**src/rtl/fc_decision.sv**
```systemverilog
`timescale 1ns/1ps
// fc_decision: streaming two-class linear scorer. It accumulates feat*w0 and feat*w1 over N_IN beats,
// then emits a one-cycle decision. Define FC_SCORE_OUT_EN to also expose the final class scores.
module fc_decision #(
    parameter int N_IN  = 64,
    parameter int DW    = 8,
    parameter int BIAS0 = 0,
    parameter int BIAS1 = 0
) (
    input  logic                            clk,
    input  logic                            rst_n,
    input  logic                            in_valid,
    output logic                            in_ready,
    input  logic signed [DW-1:0]            feat,
    input  logic signed [DW-1:0]            w0,
    input  logic signed [DW-1:0]            w1,
    output logic                            valid_out,
`ifdef FC_SCORE_OUT_EN
    output logic signed [2*DW+$clog2(N_IN):0] score0,
    output logic signed [2*DW+$clog2(N_IN):0] score1,
`endif
    output logic                            data_out
);

    localparam int CW  = $clog2(N_IN);
    localparam int ACW = 2*DW + CW + 1;
    localparam int PW  = 2*DW;

    localparam logic signed [ACW-1:0] B0 = ACW'(BIAS0);
    localparam logic signed [ACW-1:0] B1 = ACW'(BIAS1);
    localparam logic [CW-1:0]         LAST_BEAT = CW'(N_IN - 1);

    typedef enum logic [1:0] {
        ACC = 2'd0,
        CMP = 2'd1,
        OUT = 2'd2
    } state_t;

    state_t                 state_q;
    state_t                 state_d;
    logic [CW-1:0]          cnt;
    logic signed [ACW-1:0]  acc0;
    logic signed [ACW-1:0]  acc1;
    logic signed [PW-1:0]   prod0;
    logic signed [PW-1:0]   prod1;
    logic                   accept;
    logic                   last;

    assign in_ready = (state_q == ACC);
    assign accept   = in_valid && in_ready;
    assign last     = (cnt == LAST_BEAT);

    // Operands are sign-extended to the full product width before multiplying.
    assign prod0 = PW'(feat) * PW'(w0);
    assign prod1 = PW'(feat) * PW'(w1);

    // NOTE: every signal written in always_comb gets a default first, so no path can infer a latch.
    always_comb begin
        state_d = state_q;
        case (state_q)
            ACC:     if (accept && last) state_d = CMP;
            CMP:     state_d = OUT;
            OUT:     state_d = ACC;
            default: state_d = ACC;
        endcase
    end

    // NOTE: sequential state uses non-blocking assignments so every register samples pre-edge values.
    always_ff @(posedge clk or negedge rst_n) begin
        if (!rst_n) begin
            state_q <= ACC;
        end else begin
            state_q <= state_d;
        end
    end

    // The first beat of a frame reloads the accumulators, which is where the bias enters.
    always_ff @(posedge clk or negedge rst_n) begin
        if (!rst_n) begin
            cnt  <= '0;
            acc0 <= '0;
            acc1 <= '0;
        end else if (accept) begin
            cnt <= last ? '0 : cnt + CW'(1);
            if (cnt == '0) begin
                acc0 <= B0 + ACW'(prod0);
                acc1 <= B1 + ACW'(prod1);
            end else begin
                acc0 <= acc0 + ACW'(prod0);
                acc1 <= acc1 + ACW'(prod1);
            end
        end
    end

    // The decision is captured while leaving CMP, so valid_out is high exactly in OUT.
    always_ff @(posedge clk or negedge rst_n) begin
        if (!rst_n) begin
            valid_out <= 1'b0;
            data_out  <= 1'b0;
        end else begin
            valid_out <= (state_d == OUT);
            if (state_q == CMP) begin
                data_out <= (acc1 > acc0);
            end
        end
    end

`ifdef FC_SCORE_OUT_EN
    always_ff @(posedge clk or negedge rst_n) begin
        if (!rst_n) begin
            score0 <= '0;
            score1 <= '0;
        end else if (state_q == CMP) begin
            score0 <= acc0;
            score1 <= acc1;
        end
    end
`endif

endmodule
```
**config.mk**
```make
export PLATFORM = sky130hd
export DESIGN_NAME = fc_decision
export DESIGN_NICKNAME = d
export VERILOG_FILES = /design/src/rtl/fc_decision.sv
export SDC_FILE = /design/constraint.sdc
export NUM_CORES = 1
export LEC_CHECK = 0
export ABC_AREA = 1
export CAP_MARGIN = 25
export CORE_ASPECT_RATIO = 2
export CORE_MARGIN = 2
export CORE_UTILIZATION = 42
export DETAILED_ROUTE_END_ITERATION = 8
export PLACE_DENSITY = 0.59
export SETUP_SLACK_MARGIN = 0.15
export SYNTH_ARGS = -nofsm -noshare
export SYNTH_HDL_FRONTEND = slang
export SYNTH_SLANG_ARGS = --single-unit
```
**constraint.sdc**
```tcl
create_clock -name clk -period 2.2 [get_ports clk]
set_input_delay 0.44 -clock clk [delete_from_list [all_inputs] [get_ports clk]]
set_output_delay 0.44 -clock clk [all_outputs]
set_load 0.02 [all_outputs]
```
## Word level (Yosys, flattened, before mapping)

Cells that the tools add are included.

- Bits in registers: 56
- Bits of input ports: 27
- Output and inout bits: 3
- Logic and storage cells: 24

- $add $sub $neg: 3
- Multiply operators: 2
- Magnitude comparators: 1
- Eq/ne operators: 3
- Multiplexer cells: 5
- Reductions and logical operators: 4

Operator list:

| operator | count |
|---|---|
| adder 23 x 16 -> 23 bit | 2 |
| two-way mux 23 bit | 2 |
| multiplier 8 x 8 -> 16 bit | 2 |
| greater-than comparator 23 bit | 1 |
| adder 6 x 1 -> 6 bit (second input constant) | 1 |
| equality test 6 bit (second input constant) | 1 |
| zero test 6 bit | 1 |
| two-way mux 6 bit | 1 |
| case mux 2 bit (2 select lines) | 1 |
| equality test 2 x 1 -> 1 bit (second input constant) | 1 |
| equality test 2 bit (second input constant) | 1 |
| logical AND 1 bit | 2 |
| zero test 2 bit | 1 |
| two-way mux 2 bit | 1 |

## Longest topological paths before layout

- Depth in word-level cells: 6
- Depth in mapped cells: 38
- Depth with buffers taken out: 36

## Worst setup path before layout

OpenSTA, ideal clock, no wires.

- Kind: input -> register
- Start point: input feat[1]
- End point: register acc1[14]
- Setup time: 117 ps
- Arrival time: 5412 ps
- Data required time: 2083 ps
- Slack: -3328 ps
- Cell stages on the path: 34
- Path buffers: 2
- Path through: clkbuf_1 -> clkbuf_1 -> nand2_1 -> fa_1 -> fa_1 -> inv_1 -> fa_1 -> inv_1 -> fa_1 -> inv_1 -> ha_1 -> inv_2 -> nor3_2 -> nand2_1 -> nand3_1 -> inv_1 -> nor2_1 -> o21ai_0 -> nand2_1 -> inv_1 -> ha_1 -> nand2_1 -> inv_1 -> nand2_1 -> nand2_1 -> inv_1 -> nand2_1 -> inv_1 -> nand2_1 -> or2_1 -> nand3_1 -> nand2_1 -> nand2_1 -> nand2_1

- Word-level cells in the longest chain between the ends: 3

RTL lines:

| item | line | source |
|---|---|---|
| start, declared | 14 | `input logic signed [DW-1:0] feat,` |
| multiplier 8 x 8 -> 16 bit * | 55 | `assign prod1 = PW'(feat) * PW'(w1);` |
| adder 23 x 16 -> 23 bit | 90 | `acc1 <= acc1 + ACW'(prod1);` |
| two-way mux 23 bit * | 85 | `if (cnt == '0) begin` |
| end signal, assigned | 87 | `acc1 <= B1 + ACW'(prod1);` |
| end signal, assigned | 90 |  |
| end, declared | 43 | `logic signed [ACW-1:0] acc1;` |

Every way passes the cells marked *; elsewhere a longest branch is shown, timed or not.
A chain may end at the register's enable or synchronous reset.

## Final worst setup path

- Start point: input feat[7]
- End point: register acc1[17]

The elaborated chain is that of the path after synthesis.

==> out/results.ini <==
[status]
status = finished, violations left
violations = negative setup slack

[logic_synthesis]
syn_inst = 1725
async_reset_ff_share_pct = 100
yosysSeqAreaShare_pct = 12.0
yosys_warnings = 0
synth_seq_cells = 55
syn_nets = 1995
synth_area_um2 = 11500
synth_edf_count = 0
synth-main-ff-cell = dfrtp_1
synth.distinct_cells = 44
postSynthAreaPerCell_um2 = 6.67

[timing]
fmax_mhz = 190
tightest_slew_ns = 0.393
whs_ns = 0.0915
finalCritPeriodShare_pct = 239
finalHoldViolCount = 0
finalClockSkew_ns = 0.00776
grt_setup_unrepaired = yes
setup_slack_ns = -3.05
slew_headroom_pct = 73.8
setup_viol = 42
final_max_slew_viol_count = 0
min_period_ns = 5.25

[setup_path]
reg2reg_slack_ns = 0.03
worst_path_largest_cell_delay_ns = 0.60
r2r_cells = 15
critical_path.max_fanout = 5
critical_path_class = in -> reg
cp_data_arrival_time_ns = 5.49
crit_slowest_cell = fa_2
start_kind = input port
r2r-start = acc0[0]
reg2reg_to = acc0[16]
worstPathRequired_ns = 2.44
cp-end-kind = flop

[finish]
final_cell_mix = nand2_1, inv_1, buf_4, fa_1, nand2_2
layout-drive-gt1-share_pct = 41.7
n_antenna_cell = 0
postLayoutCellArea_um2 = 17700
area_growth_pct = 54.0
nets = 2289
nFillCells = 2295
mostFrequentLayoutCell = nand2_1

[clock_tree]
cts.sinks = 55
cts_tree = yes
cts_made_buffers = 5
htreeDepth = 2
clkTransAtPathRegs_ns = 0.08
cts_buffer_depth = 2
clk_latency_ns = 0.32
cts_root_buf = clkbuf_16

[route]
first_iter_violations = 430
drtAntennaViolNets = 0
routedWlPerCell_um = 15.3
vias = 11700
drt_first_pass_iters = 7
route.detailed.drc = 0
totalWireLength_um = 36300
viasPerCell = 4.95

[place]
port_buffers = 29
hpwl_um = 27800
gp_congestion = 0.886
post_dp_cell_area_um2 = 14800

[floorplan]
pin_count = 30
core_um2 = 26900
die_area_um2 = 28800
rows = 85
die_h_um = 238
chipWidth_um = 121
initial_core_util_pct = 42.8

[grt]
grt_max_degree = 56
grt_pass1_wl_um = 58400
grt_overflow = 0
antenna_found_initial = 0
globalRouteTotalUtil_pct = 25.4
grt_pass1_vias = 12500

[job]
timing.max_cap.violations = 0

[hold_path]
hold_class = in -> async

## routing by layer
layer  track usage (%)  up-vias  part of all wire, %
li1                  -     5837                    -
met1              24.5     5618                   34
met2              52.3      178                   59
met3              1.41       93                  1.8
met4              12.1        0                  5.1
met5                 0        -                    0
## kinds of logic after synthesis
family | count (synthesis) | synth area share (%)
flops | 55 | 12.0
xor+xnor | 38 | 2.89
simple gates | 745 | 27.2
buf+inv | 460 | 15.2
compound gates | 184 | 9.02
fa+ha+maj | 243 | 33.7
## cell type report
| type | count | area, µm² | area share, % |
|---|---|---|---|
| Tap cell | 348 | 435 | 2.46 |
| Sequential cell | 55 | 1380 | 7.77 |
| Clock buffer | 6 | 129 | 0.727 |
| Multi-Input combinational cell | 1211 | 11100 | 62.9 |
| Timing Repair Buffer | 331 | 2990 | 16.9 |
| Timing Repair inverter | 1 | 11.3 | 0.0635 |
| Inverter | 414 | 1570 | 8.85 |
| Clock inverter | 2 | 60.1 | 0.339 |
## worst max-delay path by stage
stage / from / endpoint / slack [ns] / cells past startpoint
final: feat[7] / acc1[17] / -3.05 / 29
after global placement: feat[7] / acc0[20] / -3.79 / 29
after detailed placement: feat[7] / acc0[20] / -3.83 / 29
after global routing: feat[7] / acc0[20] / -3.31 / 33
after floorplan: feat[6] / acc0[22] / -2.86 / 31
after CTS: feat[7] / acc0[18] / -3.08 / 32
## metrics by stage
stage | worst slack [ns] | util [%] | instances | TNS, ns
2_1_floorplan | -2.86 | - | 1725 | -94.16
3_3_place_gp | -3.79 | 55.1 | 2258 | -132.08
3_5_place_dp | -3.83 | 55.1 | 2258 | -132.74
4_1_cts | -3.08 | 62.2 | 2339 | -101.24
5_1_grt | -3.31 | 65.9 | 2368 | -109.74
6_report | -3.05 | 65.9 | 2368 | -101.92
## sequential cells by signal, indices dropped and copies added, names as in the netlist
signal,flops
state_q,2
data_out,1
acc1,23
acc0,23
cnt,6
## worst max-delay path: cells and delay by family
| kind | cells | cell delay (ns) |
|---|---|---|
| AOI/OAI and AO/OA | 1 | 0.16 |
| adders and majority gates | 6 | 2.68 |
| buffers and inverters | 9 | 0.82 |
| and+or+nand+nor | 13 | 1.38 |
## repair_timing
action	in CTS	in global routing
setup buffers	70	29
endpoints found under the setup margin	44	43
gates cloned	3	0
pin swaps	201	201
gates resized for setup	352	219
hold buffers	0	0
## cells in the mapped netlist (13+ instances only)
cell type	count	area share [%]
a31oi_1	13	0.71
nand4_1	25	1.4
ha_1	131	14
fa_1	112	19
xor2_1	23	1.8
nor2_1	121	3.9
clkbuf_1	34	1.1
nand2_1	468	15
dfrtp_1	55	12
nand3_1	80	3.5
inv_1	406	13
o21ai_0	40	1.7
xnor2_1	15	1.1
a21oi_1	88	3.8
Power is not shown: default switching activity piles up to over one toggle a cycle in this logic, so the estimate is an artifact.
